`src/rtl/seven_seg_pkg.sv`:
```
// Shared types, segment constants and BCD-to-segment decode for the
// multiplexed common-anode 7-segment scanner.
package seven_seg_pkg;

  typedef logic [3:0] bcd_t;
  typedef logic [6:0] seg_t;

  localparam seg_t SEG_BLANK = 7'h7F;
  localparam seg_t SEG_DASH  = 7'h3F;

  // Active-low {g,f,e,d,c,b,a}; any non-decimal code renders as a dash.
  function automatic seg_t bcd_to_seg(input bcd_t bcd);
    seg_t seg;
    case (bcd)
      4'd0:    seg = 7'h40;
      4'd1:    seg = 7'h79;
      4'd2:    seg = 7'h24;
      4'd3:    seg = 7'h30;
      4'd4:    seg = 7'h19;
      4'd5:    seg = 7'h12;
      4'd6:    seg = 7'h02;
      4'd7:    seg = 7'h78;
      4'd8:    seg = 7'h00;
      4'd9:    seg = 7'h10;
      default: seg = SEG_DASH;
    endcase
    return seg;
  endfunction

endpackage

```
`src/rtl/seven_seg_scanner_scan_prescaler.sv`:
```
// Digit-slot prescaler: counts 0..SCAN_DIV-1 and flags the last cycle of
// each slot so the scanner can step to the next digit.
module scan_prescaler
  import seven_seg_pkg::*;
#(
  parameter int SCAN_DIV = 50000
) (
  input  logic clock,
  input  logic reset,
  output logic tick
);

  localparam int CNT_W = $clog2(SCAN_DIV);
  localparam logic [CNT_W-1:0] CNT_LAST = CNT_W'(SCAN_DIV - 1);

  logic [CNT_W-1:0] cnt_q;
  logic [CNT_W-1:0] cnt_d;

  always_comb begin
    tick  = (cnt_q == CNT_LAST);
    cnt_d = tick ? '0 : cnt_q + CNT_W'(1);
  end

  always_ff @(posedge clock) begin
    if (reset) begin
      cnt_q <= '0;
    end else begin
      cnt_q <= cnt_d;
    end
  end

endmodule

```
`src/rtl/seven_seg_scanner.sv`:
```
// Multiplexed 7-segment scanner: snapshots the BCD vector once per frame and
// drives one active-low digit per slot with blanking, dash and decimal points.
module seven_seg_scanner
  import seven_seg_pkg::*;
#(
  parameter int DIGITS   = 4,
  parameter int SCAN_DIV = 50000
) (
  input  logic                   clock,
  input  logic                   reset,
  input  logic [DIGITS-1:0][3:0] bcdin,
  input  logic [DIGITS-1:0]      dpin,
  input  logic                   blank,
  output logic [DIGITS-1:0]      an,
  output logic [6:0]             seg,
  output logic                   dp,
  output logic                   frame
);

  localparam int IDX_W = (DIGITS > 1) ? $clog2(DIGITS) : 1;
  localparam logic [IDX_W-1:0] IDX_LAST = IDX_W'(DIGITS - 1);

  logic tick;

  logic [IDX_W-1:0]       idx_q, idx_d;
  logic                   load_pending_q, load_pending_d;
  logic [DIGITS-1:0][3:0] snap_q, snap_d;
  logic [DIGITS-1:0]      dp_snap_q, dp_snap_d;
  logic [DIGITS-1:0]      an_q, an_d;
  seg_t                   seg_q, seg_d;
  logic                   dp_q, dp_d;
  logic                   frame_q, frame_d;

  logic                   load;
  logic                   zero_run;
  logic [DIGITS-1:0]      blank_mask;
  bcd_t                   digit;

  scan_prescaler #(
    .SCAN_DIV (SCAN_DIV)
  ) u_prescaler (
    .clock (clock),
    .reset (reset),
    .tick  (tick)
  );

  // Outputs decode the post-edge index and snapshot so the pins never lag.
  always_comb begin
    load           = load_pending_q || (tick && (idx_q == IDX_LAST));
    load_pending_d = load_pending_q && !load;
    snap_d         = load ? bcdin : snap_q;
    dp_snap_d      = load ? dpin  : dp_snap_q;

    idx_d = idx_q;
    if (tick) begin
      idx_d = (idx_q == IDX_LAST) ? '0 : idx_q + IDX_W'(1);
    end

    // A digit blanks only if it and everything above it is zero; digit 0 never.
    zero_run   = blank;
    blank_mask = '0;
    for (int i = DIGITS - 1; i >= 1; i--) begin
      zero_run      = zero_run && (snap_d[i] == 4'd0);
      blank_mask[i] = zero_run;
    end

    digit   = snap_d[idx_d];
    seg_d   = blank_mask[idx_d] ? SEG_BLANK : bcd_to_seg(digit);
    an_d    = ~(DIGITS'(1) << idx_d);
    dp_d    = ~dp_snap_d[idx_d];
    frame_d = load;
  end

  always_ff @(posedge clock) begin
    if (reset) begin
      idx_q          <= '0;
      load_pending_q <= 1'b1;
      snap_q         <= '0;
      dp_snap_q      <= '0;
      an_q           <= '1;
      seg_q          <= SEG_BLANK;
      dp_q           <= 1'b1;
      frame_q        <= 1'b0;
    end else begin
      idx_q          <= idx_d;
      load_pending_q <= load_pending_d;
      snap_q         <= snap_d;
      dp_snap_q      <= dp_snap_d;
      an_q           <= an_d;
      seg_q          <= seg_d;
      dp_q           <= dp_d;
      frame_q        <= frame_d;
    end
  end

  assign an    = an_q;
  assign seg   = seg_q;
  assign dp    = dp_q;
  assign frame = frame_q;

endmodule

```
`config.mk`:
```
export PLATFORM = sky130hd
export DESIGN_NAME = seven_seg_scanner
export DESIGN_NICKNAME = d
export VERILOG_FILES = /design/src/rtl/seven_seg_pkg.sv /design/src/rtl/seven_seg_scanner_scan_prescaler.sv /design/src/rtl/seven_seg_scanner.sv
export SDC_FILE = /design/constraint.sdc
export NUM_CORES = 1
export LEC_CHECK = 0
export CAP_MARGIN = 20
export CORE_MARGIN = 2
export CORE_UTILIZATION = 37
export DETAILED_ROUTE_END_ITERATION = 16
export MAX_ROUTING_LAYER = met4
export PLACE_DENSITY_LB_ADDON = 0.3
export RECOVER_POWER = 100
export SLEW_MARGIN = 40
export SYNTH_ARGS = -nofsm -noshare
export SYNTH_HDL_FRONTEND = slang
export SYNTH_SLANG_ARGS = --single-unit
```
`constraint.sdc`:
```
create_clock -name clock -period 3.8 [get_ports clock]
set_input_delay 0.57 -clock clock [delete_from_list [all_inputs] [get_ports clock]]
set_output_delay 0.57 -clock clock [all_outputs]
set_load 0.01 [all_outputs]
```
### Yosys cells after proc, flatten, opt, wreduce, memory -nomap -nowiden

Memories as Yosys holds them, arrays and structs flattened. A register that Yosys moved wholly into a read port is not among the register bits.
Cells that the tools add are included.

* bitwise gates (word level): 2
* add/subtract/negate cells: 2
* $lt $le $gt $ge: 1
* multiplexer cells: 10
* shifts and indexed selects: 1
* reductions and logical operators: 12
* equality and inequality tests: 2

Operators with widths (count)
* 16-bit by 1-bit adder with 16-bit output (second input constant): 1
* 16-bit == test (second input constant): 1
* 16-bit two-way mux: 1
* 4-bit logical NOT: 3
* 4-bit binary-select mux with 2-bit select: 1
* 4-bit two-way mux: 2
* 1-bit logical AND: 5
* 1-bit binary-select mux with 2-bit select: 2
* 2-bit two-way mux: 2
* 4-bit inverter: 1
* 2-bit OR reduction: 2
* 1-bit by 2-bit left shift with 4-bit output (first input constant): 1
* 2-bit by 3-bit < comparator with 1-bit output (second input constant): 1
* 2-bit by 1-bit adder with 2-bit output (second input constant): 1
* 2-bit == test (second input constant): 1
* 1-bit two-way mux: 2
* 1-bit logical NOT: 1
* 1-bit logical OR: 1
* 1-bit inverter: 1

* bits in registers: 45
* bits in read-only memories: 112
* memories: 1
* input port bits: 23

Memory list
* (name not given): words 16, bits a word 7, rd ports 1, clocked after Yosys merged registers in 1, wr ports 0, RTL line seven_seg_pkg.sv:14 `case (bcd)`

### Longest topological paths before layout

* depth after elaboration: 11
* gate-level depth with buffers: 12
* gate-level depth less buffers: 11

### By module

From an unflattened synthesis, not the netlist that was laid out.

* cell total of the unflattened synthesis: 252
* area total of the unflattened synthesis: 2373.5 um2

Modules (own cells, without submodules)
* seven_seg_scanner: cells an instance 171, instances 1, area each 1662.8 um2, sequential area each 720.7 um2
* scan_prescaler: cells an instance 81, instances 1, area each 710.7 um2, sequential area each 320.3 um2

### Worst setup path before layout

Ideal clock, no wire load.

* path kind: register to register
* start: register u_prescaler.cnt_q[0]
* end: register seg_q[3] (netlist: seg[3])
* setup slack: 1.149 ns
* cell stages (with the launch flop): 10
* path buffers: 1
* period minus slack after synthesis: 2.651 ns
* data arrival time: 2.556 ns
* path through: dfxtp_1 > ha_1 > and3_1 > nand4_2 > mux2i_1 > buf_2 > mux2i_1 > ha_1 > and2_1 > o311ai_1

* word-level cells in the longest chain between the ends: 11
* elaborated cells on any way between the ends: 16
* those cells by class: eq/ne (1); mux (6); reduce/logical (9)

Ends and longest elaborated chain
* start: declaration: RTL line seven_seg_scanner_scan_prescaler.sv:16 `logic [CNT_W-1:0] cnt_q;`
* start signal: assignment: RTL line seven_seg_scanner_scan_prescaler.sv:28 `cnt_q <= cnt_d;`
* 16-bit == test *: RTL line seven_seg_scanner_scan_prescaler.sv:20 `tick = (cnt_q == CNT_LAST);`
* 1-bit logical AND: RTL line seven_seg_scanner.sv:49 `load = load_pending_q || (tick && (idx_q == IDX_LAST));`
* 1-bit logical OR: RTL line seven_seg_scanner.sv:49
* 16-bit two-way mux: RTL line seven_seg_scanner.sv:51 `snap_d = load ? bcdin : snap_q;`
* 4-bit logical NOT: RTL line seven_seg_scanner.sv:63 `zero_run = zero_run && (snap_d[i] == 4'd0);`
* 1-bit logical AND (3 in a row): RTL line seven_seg_scanner.sv:63
* 1-bit binary-select mux with 2-bit select: RTL line seven_seg_scanner.sv:68 `seg_d = blank_mask[idx_d] ? SEG_BLANK : bcd_to_seg(digit);`
* 1-bit two-way mux (implied by the code): RTL line seven_seg_scanner.sv:68
* 2-bit OR reduction (no line)
* end: declaration: RTL line seven_seg_scanner.sv:30 `seg_t seg_q, seg_d;`

Mark *: on every way between the ends. The rest lies on a longest branch, timed or not. The select of a mux whose other input is x is not followed.
A chain may end at the register's enable or synchronous reset.

### Worst setup path after layout

* start: register u_prescaler.cnt_q[12]
* end: register seg_q[3] (netlist: seg[3])

The elaborated chain is that of the path after synthesis.

==> qor.txt <==
Die W: 82.6 um
Port Buffers: 35
number of global-route vias before repair: 1659
DR iter-0 viols: 64
synth top area cells: dfxtp_1 46%, mux2i_1 16%, nor2_1 6.9%, ha_1 3.8%, xor2_1 3.1%
Antenna Cells: 0
CP required: 4.01 ns
DRT Pass-1 Iters: 4
fraction of layout cells with a size suffix above 1: 5.99%
commonest cells in the netlist: 52 x dfxtp_1, 42 x nor2_1, 37 x mux2i_1
design area: 0.00282 mm^2
CP endpoint kind: flop
# rows: 28
CTS tree: built
Seq. cell area: 0.00104 mm^2
CP Launch Type: flop
Leak: 1.19 nW
Peak Freq: 319 MHz
slew at the pin closest to its max-slew limit: 0.659 ns
minimum clock period: 3.14 ns
die area: 0.00682 mm^2
I/O pin count: 36
clock skew: 0.00675 ns
yosys warns: 0
GRT overflow: 0
Placement Cell Area: 0.00273 mm^2
first-pass GRT wire length: 7330 um
RSZ-0062 raised after global routing: no
clock buffer count from CTS: 5
Post-synth EDFFs: 0
top cell type's share of synthesized area: 45.5%
chip height: 82.6 um
GPL Wtd Cong: 0.771
Fin Hold WS: 0.463 ns
Final #Nets: 296
CTS root buf: clkbuf_8
Syn Area/Cell: 9.94 um^2
vias: 1700
WL final: 4470 um
Clock Sinks: 52
post-CTS setup buffers: 0
worst hold-check path type: reg -> reg
Starting Density: 38.4%
post-synth top area cell: dfxtp_1
Placed Cells incl. Taps: 333
CTS Hold Buffers Added: 0
P&R area growth vs syn: 23.2%
synthesis-stage register bit count: 52
crit path max fanout: 16
CTS max path bufs: 2
Skew-Pair Late Insertion Delay: 0.30 ns
final setup fails: 0
mapped cell area: 0.00229 mm^2
initial antenna violation count: 0
Final Non-Filler Cells: 342
CP Data Arrival Time: 3.34 ns
status: completed
Rel. slew slack: 54.8%
Overall Global Routing Usage: 14.6%
fin. max-slew vios: 0
sequential element share of the synthesized area: 45.5%
footprint of the multi-input gates: 0.00119 mm^2
Final Hold Viols: 0
H-tree depth: 2
Max Cap Violations: 0
largest net degree at the start of global routing: 22
r2r setup slk: 0.66 ns
Setup WS post-layout: 0.664 ns
core area: 0.00596 mm^2
fillers: 586
period utilization: 82.5%
via density per instance: 4.97
kind of critical path: reg -> reg
Place WS: 0.662 ns
Mapped Cells: 230
Yosys cell types: 39
WL per Instance: 13.1 um
maximum vdd ir drop: 0.000251 V
clk slew on worst S/H paths: 0.10 ns
net count after synthesis: 260
Setup TNS: 0 ns
Post-synth top flop: dfxtp_1
Post-DP HPWL: 3330 um
# DRC: 0
# resized after CTS: 0
asr flop ratio synth: 0%
PD cells: 372 mW/mm^2
count leader, synth: dfxtp_1
post-route ant nets: 0
## routing by layer
layer  global-route usage, %  vias to the layer above  part of all wire (%)
met5                       -                        -                     0
met4                    5.57                        0                   1.3
met3                    3.80                        4                   4.4
met2                    22.9                       35                    46
met1                    18.1                      784                    48
li1                        -                      877                     -
## final timing paths
kind | from | to | cells after the start
max | u_prescaler.cnt_q[12] | seg[3] | 8
min | u_prescaler.cnt_q[0] | u_prescaler.cnt_q[0] | 1
max reg2reg | u_prescaler.cnt_q[12] | seg[3] | 8
min reg2reg | u_prescaler.cnt_q[0] | u_prescaler.cnt_q[0] | 1
## layout make-up
cell class / count / area share (%)
clock buffer: 7 / 3.07
clock inverter: 1 / 0.267
inverter: 5 / 0.667
multi-input combinational: 163 / 42.4
sequential: 52 / 37.0
tap: 75 / 3.33
timing repair buffer: 39 / 13.2
## cell families after synthesis
group,synth area share (%)
mux,19.2
flops,45.5
compound gates,6.08
fa+ha+maj,3.83
simple gates,17.7
xor+xnor,4.98
buf+inv,2.74
## through the flow
step | util, % | power [mW]
3_3_place_gp | 45.8 | 0.735
6_report | 47.3 | 1.05
2_1_floorplan | - | 0.672
4_1_cts | 47.4 | 1.07
3_5_place_dp | 45.8 | 0.737
5_1_grt | 47.3 | 1.10
## power breakdown
part | total [mW] | internal, mW | leakage (nW) | switching, mW
logic | 0.137 | 0.0710 | 0.721 | 0.0658
registers | 0.581 | 0.571 | 0.427 | 0.0103
clock network | 0.330 | 0.148 | 0.0445 | 0.181
total | 1.05 | 0.790 | 1.19 | 0.258
## sequential cells by signal, indices dropped and copies added (netlist names)
signal,count
dp,1
u_prescaler.cnt_q,16
frame,1
an,4
idx_q,2
load_pending_q,1
snap_q,16
dp_snap_q,4
seg,7
## critical path: stages (launching register included)
cell,delay (ns)
dfxtp_1,0.36
nor4_2,0.46
nand4_1,0.32
mux2i_4,0.63
mux2i_1,0.19
mux2i_1,0.36
ha_1,0.30
and2_1,0.14
o311ai_0,0.28
## placed cells by master (no fill, tap or decap), drive strengths merged
cell type,count
nand3,8
dlygate4sd3,14
a31oi,1
a21oi,1
nand4,1
nand2,9
xnor2,5
nor2b,1
dfxtp,52
and2,1
clkbuf,10
xor2,8
o21ai,5
nand2b,1
clkinvlp,1
nor2,42
buf,1
and4b,1
mux2,4
nor4,6
mux2i,38
inv,5
a41oi,1
o22ai,1
o311ai,2
a211oi,1
o211a,1
ha,7
o211ai,4
or4,1
clkdlybuf4s50,21
and4bb,1
and3,5
a211o,1
and4,1
or3,2
nand3b,2
a21o,1
No activity file was read; power rests on OpenSTA's default activity.
==> RTL change, RTL diff (same flow settings) <==
`SCAN_DIV` is set to 50000 in 2 places; all go to 200000.
--- a/src/rtl/seven_seg_scanner_scan_prescaler.sv
+++ b/src/rtl/seven_seg_scanner_scan_prescaler.sv
@@ -4,5 +4,5 @@
   import seven_seg_pkg::*;
 #(
-  parameter int SCAN_DIV = 50000
+  parameter int SCAN_DIV = 200000
 ) (
   input  logic clock,
--- a/src/rtl/seven_seg_scanner.sv
+++ b/src/rtl/seven_seg_scanner.sv
@@ -5,5 +5,5 @@
 #(
   parameter int DIGITS   = 4,
-  parameter int SCAN_DIV = 50000
+  parameter int SCAN_DIV = 200000
 ) (
   input  logic                   clock,
Behaviour: same outputs for any inputs over 10 cycles, from zero or initial values and one cycle with reset high; that may be too few to reach the edited logic, so the function may still have changed.
==> RTL change against the unedited design <==
Power increased by 17%. Clock skew increased by 0.0052 ns. First-iteration DRC count increased to 2.8 times the old value. Setup slack got worse by 0.33 ns. Synthesized cell count is 31% higher. Sequential cell count is 2 higher. Routed wire length increased by 42%. Cell area up 17%. Area after synthesis grew 21%. Critical path depth increased by 1.
==> RTL change: results (changes against the unedited design) <==
| Metric | Value |
|---|---|
| Outcome | `finished clean` |
| Largest delay contributor family on the critical path | `compound AO/OA/AOI/OAI gates` |
| Dpl hpwl | `4780 um (+44%)` |
| Slowest Stage Delay on Critical Path | `0.54 ns (-0.09 ns)` |
| Worst IR drop on VDD | `0.133 mV (-47%)` |
| Final Skew | `0.0119 ns (+0.00519 ns)` |
| Worst Reg-to-Reg Cells | `9 (+1)` |
| Post-Synthesis Net Count | `332 (+28%)` |
| Storage element area | `0.00108 sq mm (+3.8%)` |
| Fill cell count | `758 (+29%)` |
| Synth cell types | `59 (+51%)` |
| Post-synthesis cell count | `302 (+31%)` |
| Sequential area share after synthesis | `39.2% (-6.3 points)` |
| Slew @ Worst Pin | `0.822 ns (+0.163 ns)` |
| Power density over the cells | `371 mW/mm^2 (-0.41%)` |
| Clock tree cell share of total cell area | `4.17% (+0.83 points)` |
| Clock buffer instance count of the final layout | `5 (-2)` |
| Top post-synthesis cells by count | `dfxtp_1 (54), nor2_1 (51), mux2i_1 (19)` |
| Critical-path cell with the highest stage delay | `mux4_2` |
| WL/cell | `14.7 um (+12%)` |
| Vias in the first global route | `2202 (+33%)` |
| Final wirelength | `6350 um (+42%)` |
| Number of multi-input logic gates | `221 (+36%)` |
| Global routing usage summed across all routing layers | `16.6% (+2.0 points)` |
| Share of cells above drive strength 1 | `7.49% (+1.5 points)` |
| Worst r2r dst | `seg[1]$_SDFF_PP1_` |
| Largest fanout on the critical path | `11 (-5)` |
| Place WS | `0.391 ns (-0.271 ns)` |
| Max Fclk | `288 MHz (-9.6%)` |
## RTL change: cell count changes after synthesis, moves of 4 or more
cell / unedited run / this run
nor2_1: 42 / 51
inv_1: 5 / 11
mux2i_1: 37 / 19
a211oi_1: 1 / 10
o211ai_1: 4 / 0
a21oi_1: 1 / 6
or4_1: 1 / 6
nand2_1: 9 / 18
## RTL change: logic make-up (layout without fill, tap and decap cells)
| group | Yosys count | count (layout) | share of synthesized area, % |
|---|---|---|---|
| xor+xnor | 16 | 16 | 5.08 |
| simple gates | 121 | 121 | 21.9 |
| flops | 54 | 54 | 39.2 |
| buf+inv | 27 | 59 | 4.81 |
| mux | 27 | 27 | 11.4 |
| fa+ha+maj | 7 | 7 | 3.18 |
| compound gates | 50 | 50 | 14.4 |
## RTL change: metal layers
metal	vias up	track usage [%]	part of all wire, %
met2	57	25.6	46
met5	-	-	0
met4	0	4.49	1.3
met1	1060	22.1	48
met3	8	3.51	4.5
li1	1147	-	-
